[src/rtl/ctrl_pkg.sv]
// ctrl_pkg
// Shared definitions for the multicycle control unit of the 8-bit
// accumulator computer: instruction opcodes (low three bits of the opcode
// field), ALU operation selects driven on cntr_alu, and the sequencer state
// type.
package ctrl_pkg;

  localparam logic [2:0] OP_ACM  = 3'b000;
  localparam logic [2:0] OP_ACMI = 3'b001;
  localparam logic [2:0] OP_ADD  = 3'b010;
  localparam logic [2:0] OP_NAND = 3'b011;
  localparam logic [2:0] OP_BNZ  = 3'b100;
  localparam logic [2:0] OP_LT   = 3'b101;
  localparam logic [2:0] OP_SW   = 3'b110;
  localparam logic [2:0] OP_LW   = 3'b111;

  localparam logic [1:0] ALU_ADD  = 2'b00;
  localparam logic [1:0] ALU_NAND = 2'b01;
  localparam logic [1:0] ALU_NZ   = 2'b10;
  localparam logic [1:0] ALU_LT   = 2'b11;

  typedef enum logic [2:0] {
    ST_FETCH,
    ST_DECODE,
    ST_EXEC,
    ST_MEM,
    ST_FAULT
  } state_e;

endpackage

[src/rtl/mem_wait_timer.sv]
// mem_wait_timer
// Counts consecutive cycles in which a memory request is outstanding without
// an acknowledge and flags the cycle in which the count would reach TIMEOUT.
// TIMEOUT = 0 disables the timer entirely.
// Ports:
//   clk     in  clock
//   rst     in  synchronous active-high reset
//   clear   in  restart the count (no request waiting this cycle)
//   busy    in  request outstanding and not acknowledged this cycle
//   expired out this busy cycle is the TIMEOUT-th consecutive waiting cycle
module mem_wait_timer #(
  parameter int TIMEOUT = 15
) (
  input  logic clk,
  input  logic rst,
  input  logic clear,
  input  logic busy,
  output logic expired
);

  localparam int CW = (TIMEOUT < 2) ? 1 : $clog2(TIMEOUT + 1);

  logic [CW-1:0] count_q;
  logic [CW-1:0] count_d;

  // Expiry is flagged combinationally in the waiting cycle that would make
  // the count reach TIMEOUT, so an ack in that same cycle (busy=0) wins.
  generate
    if (TIMEOUT == 0) begin : g_disabled
      assign expired = 1'b0;
    end else begin : g_enabled
      assign expired = busy && (count_q == CW'(TIMEOUT - 1));
    end
  endgenerate

  always_comb begin
    count_d = count_q;
    if (clear) begin
      count_d = '0;
    end else if (busy && !expired) begin
      count_d = count_q + CW'(1);
    end
  end

  always_ff @(posedge clk) begin
    if (rst) begin
      count_q <= '0;
    end else begin
      count_q <= count_d;
    end
  end

endmodule

[src/rtl/multicycle_controlunit.sv]
// multicycle_controlunit
// Sequences each instruction through FETCH, DECODE, EXEC and MEM over the
// single shared memory port, with a bounded req/ack wait and a sticky FAULT
// state for illegal opcodes and memory timeouts.
// Ports:
//   clk, rst                    clock, synchronous active-high reset
//   opcode   [OPCODE_W]         opcode field, captured in FETCH on mem_ack
//   mem_ack                     memory completion
//   mem_req, memWE, selMemIn    memory request, data write, address select
//   irWE, pcWE, brnch           IR load, PC update, PC branch select
//   regWE, accWE, selAluIn,
//   lw, selAccIn, cntr_alu[2]   datapath controls
//   fault                       sticky error flag
//   retired  [CNT_W]            completed-instruction count (wrapping)
module multicycle_controlunit
  import ctrl_pkg::*;
#(
  parameter int OPCODE_W = 3,
  parameter int TIMEOUT  = 15,
  parameter int CNT_W    = 16
) (
  input  logic                clk,
  input  logic                rst,
  input  logic [OPCODE_W-1:0] opcode,
  input  logic                mem_ack,
  output logic                mem_req,
  output logic                memWE,
  output logic                selMemIn,
  output logic                irWE,
  output logic                pcWE,
  output logic                brnch,
  output logic                regWE,
  output logic                accWE,
  output logic                selAluIn,
  output logic                lw,
  output logic                selAccIn,
  output logic [1:0]          cntr_alu,
  output logic                fault,
  output logic [CNT_W-1:0]    retired
);

  state_e              state_q, state_d;
  logic [OPCODE_W-1:0] opcode_q, opcode_d;
  logic [CNT_W-1:0]    retired_q, retired_d;

  logic [2:0] op_low;
  logic       op_illegal;
  logic       mem_phase;
  logic       timer_busy;
  logic       timer_clear;
  logic       timer_expired;

  assign op_low     = opcode_q[2:0];
  // Any set bit above bit 2 makes the opcode illegal.
  assign op_illegal = (opcode_q >> 3) != '0;

  // The wait counter is derived from state rather than from mem_req so the
  // timer never feeds back through the output logic; any cycle that is not
  // an unacknowledged request restarts the count.
  assign mem_phase   = !rst && ((state_q == ST_FETCH) || (state_q == ST_MEM));
  assign timer_busy  = mem_phase && !mem_ack;
  assign timer_clear = !timer_busy;

  mem_wait_timer #(
    .TIMEOUT(TIMEOUT)
  ) u_timer (
    .clk    (clk),
    .rst    (rst),
    .clear  (timer_clear),
    .busy   (timer_busy),
    .expired(timer_expired)
  );

  // Next-state and output decode; the reset override at the end guarantees
  // no request or write enable escapes during a reset cycle.
  always_comb begin
    state_d  = state_q;
    opcode_d = opcode_q;
    mem_req  = 1'b0;
    memWE    = 1'b0;
    selMemIn = 1'b0;
    irWE     = 1'b0;
    pcWE     = 1'b0;
    brnch    = 1'b0;
    regWE    = 1'b0;
    accWE    = 1'b0;
    selAluIn = 1'b0;
    lw       = 1'b0;
    selAccIn = 1'b0;
    cntr_alu = ALU_ADD;
    fault    = 1'b0;

    case (state_q)
      ST_FETCH: begin
        mem_req = 1'b1;
        if (mem_ack) begin
          irWE     = 1'b1;
          opcode_d = opcode;
          state_d  = ST_DECODE;
        end else if (timer_expired) begin
          state_d = ST_FAULT;
        end
      end
      ST_DECODE: begin
        state_d = op_illegal ? ST_FAULT : ST_EXEC;
      end
      ST_EXEC: begin
        pcWE    = 1'b1;
        state_d = ST_FETCH;
        case (op_low)
          OP_ACM: accWE = 1'b1;
          OP_ACMI: begin
            accWE    = 1'b1;
            selAccIn = 1'b1;
          end
          OP_ADD, OP_NAND, OP_LT: begin
            regWE    = 1'b1;
            selAluIn = 1'b1;
            cntr_alu = (op_low == OP_ADD)  ? ALU_ADD :
                       (op_low == OP_NAND) ? ALU_NAND : ALU_LT;
          end
          OP_BNZ: begin
            regWE    = 1'b1;
            brnch    = 1'b1;
            cntr_alu = ALU_NZ;
          end
          default: begin
            // Loads and stores retire only after their data access.
            pcWE    = 1'b0;
            state_d = ST_MEM;
          end
        endcase
      end
      ST_MEM: begin
        mem_req  = 1'b1;
        selMemIn = 1'b1;
        memWE    = (op_low == OP_SW);
        if (mem_ack) begin
          pcWE    = 1'b1;
          state_d = ST_FETCH;
          if (op_low == OP_LW) begin
            regWE = 1'b1;
            lw    = 1'b1;
          end
        end else if (timer_expired) begin
          state_d = ST_FAULT;
        end
      end
      ST_FAULT: begin
        fault = 1'b1;
      end
      default: begin
        state_d = ST_FAULT;
      end
    endcase

    if (rst) begin
      mem_req  = 1'b0;
      memWE    = 1'b0;
      selMemIn = 1'b0;
      irWE     = 1'b0;
      pcWE     = 1'b0;
      brnch    = 1'b0;
      regWE    = 1'b0;
      accWE    = 1'b0;
      selAluIn = 1'b0;
      lw       = 1'b0;
      selAccIn = 1'b0;
      cntr_alu = ALU_ADD;
      fault    = 1'b0;
    end
  end

  assign retired_d = retired_q + {{(CNT_W-1){1'b0}}, pcWE};
  assign retired   = rst ? '0 : retired_q;

  always_ff @(posedge clk) begin
    if (rst) begin
      state_q   <= ST_FETCH;
      opcode_q  <= '0;
      retired_q <= '0;
    end else begin
      state_q   <= state_d;
      opcode_q  <= opcode_d;
      retired_q <= retired_d;
    end
  end

endmodule

[config.mk]
export PLATFORM = sky130hd
export DESIGN_NAME = multicycle_controlunit
export DESIGN_NICKNAME = d
export VERILOG_FILES = /design/src/rtl/ctrl_pkg.sv /design/src/rtl/mem_wait_timer.sv /design/src/rtl/multicycle_controlunit.sv
export SDC_FILE = /design/constraint.sdc
export NUM_CORES = 1
export LEC_CHECK = 0
export CORE_MARGIN = 10
export CORE_UTILIZATION = 43
export CTS_CLUSTER_SIZE = 12
export DETAILED_ROUTE_END_ITERATION = 8
export PLACE_DENSITY_LB_ADDON = 0.1
export SYNTH_ARGS = -nofsm -noshare
export SYNTH_HDL_FRONTEND = slang
export SYNTH_SLANG_ARGS = --single-unit
[constraint.sdc]
create_clock -name clk -period 4.9 [get_ports clk]
set_clock_uncertainty 0.05 [all_clocks]
set_input_delay 0.98 -clock clk [delete_from_list [all_inputs] [get_ports clk]]
set_output_delay 0.98 -clock clk [all_outputs]
set_load 0.03 [all_outputs]
=== Word-level counts from Yosys, hierarchy flattened ===
Index checks and enable logic that the tools add are counted.

* $add $sub $neg: 2
* Equality and inequality tests: 12
* Muxes and demuxes: 44
* Bitwise gates (word level): 1
* Reduce and logical (&&, ||, !) cells: 17

{| class="wikitable"
|+ Operators by type and width
! cell !! number
|-
| two-way mux 1 bit || 31
|-
| adder 16 x 1 -> 16 bit || 1
|-
| two-way mux 16 bit || 1
|-
| equality test 3 bit, second input constant || 5
|-
| case mux 3 bit (5 select lines) || 1
|-
| equality test 3 x 2 -> 1 bit, second input constant || 4
|-
| two-way mux 2 bit || 5
|-
| two-way mux 3 bit || 3
|-
| equality test 3 x 1 -> 1 bit, second input constant || 2
|-
| logical NOT 3 bit || 2
|-
| OR reduction 2 bit || 3
|-
| OR reduction 6 bit || 1
|-
| adder 4 x 1 -> 4 bit, second input constant || 1
|-
| equality test 4 bit, second input constant || 1
|-
| logical AND 1 bit || 4
|-
| case mux 1 bit (2 select lines) || 2
|-
| case mux 2 bit (2 select lines) || 1
|-
| OR reduction 4 bit || 1
|-
| logical NOT 1 bit || 3
|-
| OR reduction 3 bit || 1
|-
| AND reduction 2 bit || 1
|-
| logical OR 1 bit || 1
|-
| NOT 1 bit || 1
|}

* Register bits after elaboration: 26
* Input bits: 6
* Output and inout port bits: 30
* Logic and storage cells: 80

=== Logic depth before layout (Yosys ltp) ===
Gate-level depths: netlist of the first run.

* Depth in word-level cells: 8
* Mapped depth: 10
* Depth with buffers taken out: 9

=== By module ===
A second synthesis of the first run with hierarchy kept.

* Cell total of the unflattened synthesis: 181
* Area total of the unflattened synthesis: 1,445.1 um2

{| class="wikitable"
|+ By module, submodules not included
! module !! times used !! cells an instance !! area an instance (um2) !! sequential area each (um2)
|-
| multicycle_controlunit || 1 || 158 || 1,228.7 || 440.4
|-
| mem_wait_timer || 1 || 23 || 216.5 || 80.1
|}

=== Worst setup path before layout of the first run ===
No wires, ideal clock.

* Path type: input to register
* From: input mem_ack
* To: register retired_q[14]
* Setup time: 128 ps
* Data arrival time: 4,137 ps
* Data required time: 4,722 ps
* Slack: 585 ps
* Stages: 8
* Buffers on the path: 0
* Cell sequence: inv_1 a2111oi_0 ha_1 ha_1 nand4_2 nor4_2 xnor2_1 nor2_1

* Word-level cells in the longest chain between the ends: 4

{| class="wikitable"
|+ Ends and longest elaborated chain
! what !! line !! text
|-
| from (decl) || multicycle_controlunit.sv:25 || <nowiki>input logic mem_ack,</nowiki>
|-
| two-way mux 1 bit || multicycle_controlunit.sv:138 || <nowiki>if (mem_ack) begin</nowiki>
|-
| case mux 1 bit (2 select lines) || multicycle_controlunit.sv:93 || <nowiki>case (state_q)</nowiki>
|-
| two-way mux 1 bit || multicycle_controlunit.sv:157 || <nowiki>if (rst) begin</nowiki>
|-
| named net pcWE || multicycle_controlunit.sv:30 || <nowiki>output logic pcWE,</nowiki>
|-
| adder 16 x 1 -> 16 bit || multicycle_controlunit.sv:174 || <nowiki>assign retired_d = retired_q + {{(CNT_W-1){1'b0}}, pcWE};</nowiki>
|-
| to (signal assigned) || multicycle_controlunit.sv:185 || <nowiki>retired_q <= retired_d;</nowiki>
|-
| to (decl) || multicycle_controlunit.sv:44 || <nowiki>logic [CNT_W-1:0] retired_q, retired_d;</nowiki>
|}

The timed path passes the listed nets, and every way through them passes these cells.
A chain may end at the register's enable or synchronous reset.

=== Worst setup path in the final report of the first run ===
* From: input mem_ack
* To: output pcWE

* Word-level cells in the longest chain between the ends: 3

{| class="wikitable"
|+ Ends and longest elaborated chain
! what !! line
|-
| two-way mux 1 bit || multicycle_controlunit.sv:138
|-
| case mux 1 bit (2 select lines) || multicycle_controlunit.sv:93
|-
| two-way mux 1 bit || multicycle_controlunit.sv:157
|-
| to (decl) || multicycle_controlunit.sv:30
|}

No other way between the ends.

==> out/results.txt, run 1 <==
top_reg_cell synth - dfxtp_1
VDD IR max - 0.148 mV
Vias/cell - 5.02
GRT Resource Usage Total - 0.110
WHS - 0.484 ns
largest net degree at the start of global routing - 36
# DRC - 0
antenna cells - 0
count of final setup violators - 0
filler cell count - 289
Initial Util - 0.461
Max Fclk - 0.249 GHz
Via Count - 1236
Synth Cell Area - 0.00144 mm²
IO Count - 36
Rows - 20
grt ovf - 0
Num CTS Buffers - 3
clock sink total - 26
WS Path Type - primary input to output port
first-pass GRT wire length - 5.71 mm
WL final - 3.23 mm
Leak Pwr - 0.622 nW
clock root cell - clkbuf_4
Fin. Hold Viols - 0
total nets after synthesis - 180
Power, Total - 370 µW
Final Cycle Share - 0.818
CTS clk-pin slew, worst paths - 0.14 ns
Worst slew margin - 0.579
RSZ-0062 raised after global routing - no
TritonCTS clock tree - built
H-tree levels - 1
Worst Tran Pin Value - 0.616 ns
Clk Latency, worst-skew pair - 0.32 ns
clk buf depth - 2
FF+latch count, synth - 26
Mapped Cells - 170
worst min path class - flop to flop
DR WL/cell - 13.1 µm
CP Capture Type - output port
PwrDens - 199 mW/mm²
commonest cells after routing, fill and taps aside - clkdlybuf4s50_1, nor2_1, dfxtp_1
critical path launch point type - primary input
crit path max fanout - 6
1st-iter DRT viols - 76
status - finished clean
Die Span Y - 77.9 µm
layout cells sized above 1 - 0.0990
initial antenna violation count - 0
DIE WIDTH - 77.9 µm
setup bufs post-CTS - 0
CTS resizes - 0
antenna-violating nets left - 0
placed insts - 242
die area - 0.00607 mm²
final-stage net count - 213
fraction of the yosys area taken by sequential cells - 0.361
dpl hpwl - 2.52 mm
Avg Cell Area, Syn - 8.49 µm²
CP required - 3.87 ns
GP Congestion - 0.760
Tmin final - 4.01 ns
core area - 0.00313 mm²
most common cell after layout, fill and taps aside - clkdlybuf4s50_1
Cell variety after synth - 40
synth-to-layout area growth - 28.8%
Max-cap violations - 0
Slew Viols, Final - 0
Ys Warns - 0
FFs w/ async S/R, synth - 0
number of global-route vias before repair - 1210
final std cells w/o fill - 246
cts-stage hold buffer count - 0
dpl ws - 0.854 ns
CP Data Arrival Time - 2.98 ns
PortBufs - 35
setup ws final - 0.891 ns
setup TNS - 0 ns
Pre-antenna DRT Iters - 4
Post-synth EDFFs - 0
[layout make-up]
class	count	area, µm²	area share
multi-input combinational	131	870	0.468
sequential	26	520	0.280
timing repair buffer	36	358	0.193
tap	44	55.1	0.0296
clock buffer	4	36.3	0.0195
inverter	5	18.8	0.0101
[power by group]
| part | switching (mW) | internal, mW |
|---|---|---|
| clock network | 0.0638 | 0.0455 |
| registers | 0.00684 | 0.215 |
| logic | 0.0214 | 0.0174 |
| total | 0.0921 | 0.278 |
[critical path, stage by stage]
cell and delay [ns]:
clkdlybuf4s50_1 0.47, inv_1 0.12, a2111oi_0 0.62, clkdlybuf4s50_1 0.79
[registers in the layout, summed over array words and instances (netlist names)]
name	count
retired_q	16
state_q	3
op_low	3
u_timer.count_q	4
[metrics by stage]
step	utilization	instance area (µm²)
CTS	0.594	1860
global route	0.594	1860
detailed placement	0.582	1820
finish	0.594	1860
global placement	0.582	1820
floorplan	-	1440
[synthesized netlist by cell type (2+ instances only)]
library cell	instances	area [µm²]
nor2_1	29	109
dfxtp_1	26	521
nor2b_1	15	93.8
xnor2_1	12	105
nand2_1	11	41.3
nand3_1	7	35.0
nor3_1	7	35.0
clkbuf_1	5	18.8
inv_1	5	18.8
ha_1	4	50.1
buf_2	3	15.0
mux2i_1	3	30.0
nor4_2	3	37.5
or2_1	3	18.8
a211oi_1	2	15.0
a31oi_1	2	12.5
mux2_2	2	22.5
nand2b_1	2	12.5
nand4_1	2	12.5
nand4_2	2	25.0
nor3_2	2	20.0
nor4_1	2	12.5
o21ai_0	2	10.0
or3_1	2	12.5
xor2_1	2	17.5
[kinds of logic (layout without fill, tap and decap cells)]
family,Yosys count,in the layout,synth area share
buf+inv,13,45,0.0364
compound gates,12,12,0.0572
flops,26,26,0.361
xor+xnor,14,14,0.0850
simple gates,95,95,0.382
fa+ha+maj,4,4,0.0347
mux,6,6,0.0442
[final timing paths]
path | start | end | slack (ns) | cells after the start
worst max-delay path | mem_ack | pcWE | 0.89 | 4
worst min-delay path | retired_q[15] | retired_q[15] | 0.48 | 2
worst max register to register | op_low[2] | retired_q[14] | 2.16 | 9
worst min register to register | retired_q[15] | retired_q[15] | 0.48 | 2
[metal layers]
metal / part of all wire / GRT usage
met4: 0.0081 / 0.0376
met1: 0.48 / 0.141
met5: 0 / 0
met2: 0.43 / 0.164
met3: 0.081 / 0.0438
Power figures use the tool's default switching activity.
==> run 2, diff against run 1 <==
==> constraint.sdc (replaced) <==
create_clock -name clk -period 3.75 [get_ports clk]
set_clock_uncertainty 0.05 [all_clocks]
set_input_delay 0.75 -clock clk [delete_from_list [all_inputs] [get_ports clk]]
set_output_delay 0.75 -clock clk [all_outputs]
set_load 0.03 [all_outputs]
==> run 2 against run 1 <==
Against the previous run: register-to-register slack got worse by 0.97 ns; global-route usage decreased by 0.21 points; routed wire length decreased by 2.1%; critical path type unchanged; critical endpoint is now retired[10]; largest power group unchanged.
==> out/results.txt, run 2 (synthesized netlist as in run 1, its figures left out) <==
# DRC - 0 (unchanged)
H-tree levels - 1 (unchanged)
CTS clk-pin slew, worst paths - 0.14 ns (about the same)
Fin. Hold Viols - 0 (unchanged)
Hold Crit Start - retired_q[5] (was retired_q[15])
placed insts - 243 (was 242)
DIE WIDTH - 77.9 µm (unchanged)
crit path max fanout - 20 (was 6)
Tmin final - 3.23 ns
worst min path class - flop to flop (unchanged)
Reg-to-Reg Start - op_low[1] (was op_low[2])
setup bufs post-CTS - 0 (unchanged)
max FFs per register - 16 (unchanged)
Worst R2R Path Depth - 9 (unchanged)
clock root cell - clkbuf_4 (unchanged)
grt ovf - 0 (unchanged)
Initial Util - 0.461 (unchanged)
WHS - 0.485 ns (was 0.484 ns)
antenna cells - 0 (unchanged)
Slew Viols, Final - 0 (unchanged)
synth-to-layout area growth - 25.8% (was 28.8%)
Die Span Y - 77.9 µm (unchanged)
WL final - 3.16 mm (was 3.23 mm)
status - finished clean (unchanged)
Register-to-Register Setup Slack - 1.19 ns (was 2.16 ns)
GP Congestion - 0.859 (was 0.760)
most common cell after layout, fill and taps aside - nor2_1 (was clkdlybuf4s50_1)
top flop regs - retired_q: 16 flops, u_timer.count_q: 4 flops (unchanged)
IO Count - 36 (unchanged)
clk buf depth - 2 (unchanged)
WS Path Type - primary input to output port (unchanged)
final std cells w/o fill - 246 (unchanged)
PortBufs - 35 (unchanged)
Via Count - 1252 (was 1236)
CP Data Arrival Time - 2.43 ns (was 2.98 ns)
initial antenna violation count - 0 (unchanged)
Clk Latency, worst-skew pair - 0.32 ns (about the same)
Max-cap violations - 0 (unchanged)
Hold Path Depth - 2 (unchanged)
PwrDens - 251 mW/mm² (was 199 mW/mm²)
DP Area - 0.00179 mm² (was 0.00182 mm²)
crit path from - rst (was mem_ack)
setup TNS - 0 ns (unchanged)
1st-iter DRT viols - 63 (was 76)
Max Fclk - 0.310 GHz
Leak Pwr - 0.649 nW (was 0.622 nW)
antenna-violating nets left - 0 (unchanged)
CP endpoint - retired[10] (was pcWE)
core area - 0.00313 mm² (unchanged)
critical path launch point type - primary input (unchanged)
commonest cells after routing, fill and taps aside - nor2_1, dfxtp_1, clkdlybuf4s50_1 (was clkdlybuf4s50_1, nor2_1, dfxtp_1)
Final Cycle Share - 0.861
largest net degree at the start of global routing - 21 (was 36)
layout cells sized above 1 - 0.173 (was 0.0990)
Worst Tran Pin Value - 0.479 ns (was 0.616 ns)
die area - 0.00607 mm² (unchanged)
GRT Resource Usage Total - 0.108 (was 0.110)
CTS resizes - 0 (unchanged)
Rows - 20 (unchanged)
dpl hpwl - 2.49 mm (was 2.52 mm)
final-stage net count - 214 (was 213)
Vias/cell - 5.09 (was 5.02)
Pre-antenna DRT Iters - 4 (unchanged)
DR WL/cell - 12.8 µm (was 13.1 µm)
Finished Cell Area - 0.00182 mm² (was 0.00186 mm²)
cts-stage hold buffer count - 0 (unchanged)
Critical R2R Capture - retired_q[14] (unchanged)
Num CTS Buffers - 3 (unchanged)
number of global-route vias before repair - 1183 (was 1210)
RSZ-0062 raised after global routing - no (unchanged)
clock sink total - 26 (unchanged)
CP Capture Type - output port (unchanged)
CP required - 2.95 ns (was 3.87 ns)
largest reg by FF count - retired_q (unchanged)
first-pass GRT wire length - 5.61 mm (was 5.71 mm)
TritonCTS clock tree - built (unchanged)
Worst slew margin - 0.680 (was 0.579)
VDD IR max - 0.136 mV (was 0.148 mV)
count of final setup violators - 0 (unchanged)
-- run 2: changes by cell type in the layout (fill, tap and decap cells not counted) --
cell	delta
buf_4	+16
clkdlybuf4s50_1	-15
a2111oi_0	-1
a2111oi_1	+1
clkbuf_8	-1
-- run 2: stage by stage --
step | setup WS (ns) | utilization | power, mW
2_1_floorplan | 0.140 | - | 0.330
3_3_place_gp | 0.443 | 0.573 | 0.345
3_5_place_dp | 0.349 | 0.573 | 0.347
4_1_cts | 0.518 | 0.580 | 0.464
5_1_grt | 0.402 | 0.580 | 0.483
6_report | 0.521 | 0.580 | 0.456
-- run 2: worst min-delay path by stage --
stage	slack (ns)	to
floorplan	0.43	retired_q[15]
global placement	0.45	retired_q[15]
detailed placement	0.45	retired_q[15]
CTS	0.49	retired_q[5]
global route	0.50	retired_q[5]
finish	0.49	retired_q[5]
-- run 2: report_power, final --
group          switching (mW)  total [mW]  internal (mW)
combinational          0.0273      0.0498         0.0225
sequential            0.00919       0.290          0.281
clock                  0.0786       0.116         0.0376
total                   0.115       0.456          0.341
-- run 2: metal layers --
layer | GRT usage | vias up | part of all wire
li1 | - | 641 | -
met1 | 0.137 | 584 | 0.49
met2 | 0.171 | 25 | 0.45
met3 | 0.0392 | 2 | 0.062
met4 | 0.0269 | 0 | 0.0041
met5 | 0 | - | 0
-- run 2: final cells by class --
class / count / area, µm²
clock buffers: 3 / 22.5
fillers: 305 / 1310
inverters: 5 / 18.8
multi-input cells: 131 / 871
flip-flops and latches: 26 / 520
well taps: 44 / 55.1
repair buffers: 37 / 328
-- run 2: critical path, stage by stage --
cell             delay, ns
clkdlybuf4s50_1       0.58
buf_4                 0.28
nor2b_1               0.13
clkdlybuf4s50_1       0.68
==> run 3, diff against run 2 <==
--- a/config.mk
+++ b/config.mk
@@ -10,6 +10,7 @@
 export CTS_CLUSTER_SIZE = 12
 export DETAILED_ROUTE_END_ITERATION = 8
 export PLACE_DENSITY_LB_ADDON = 0.1
+export SLEW_MARGIN = 20
 export SYNTH_ARGS = -nofsm -noshare
 export SYNTH_HDL_FRONTEND = slang
 export SYNTH_SLANG_ARGS = --single-unit
==> results of run 3 <==
No change in the layout: final DEF, timing and power equal those of run 2.
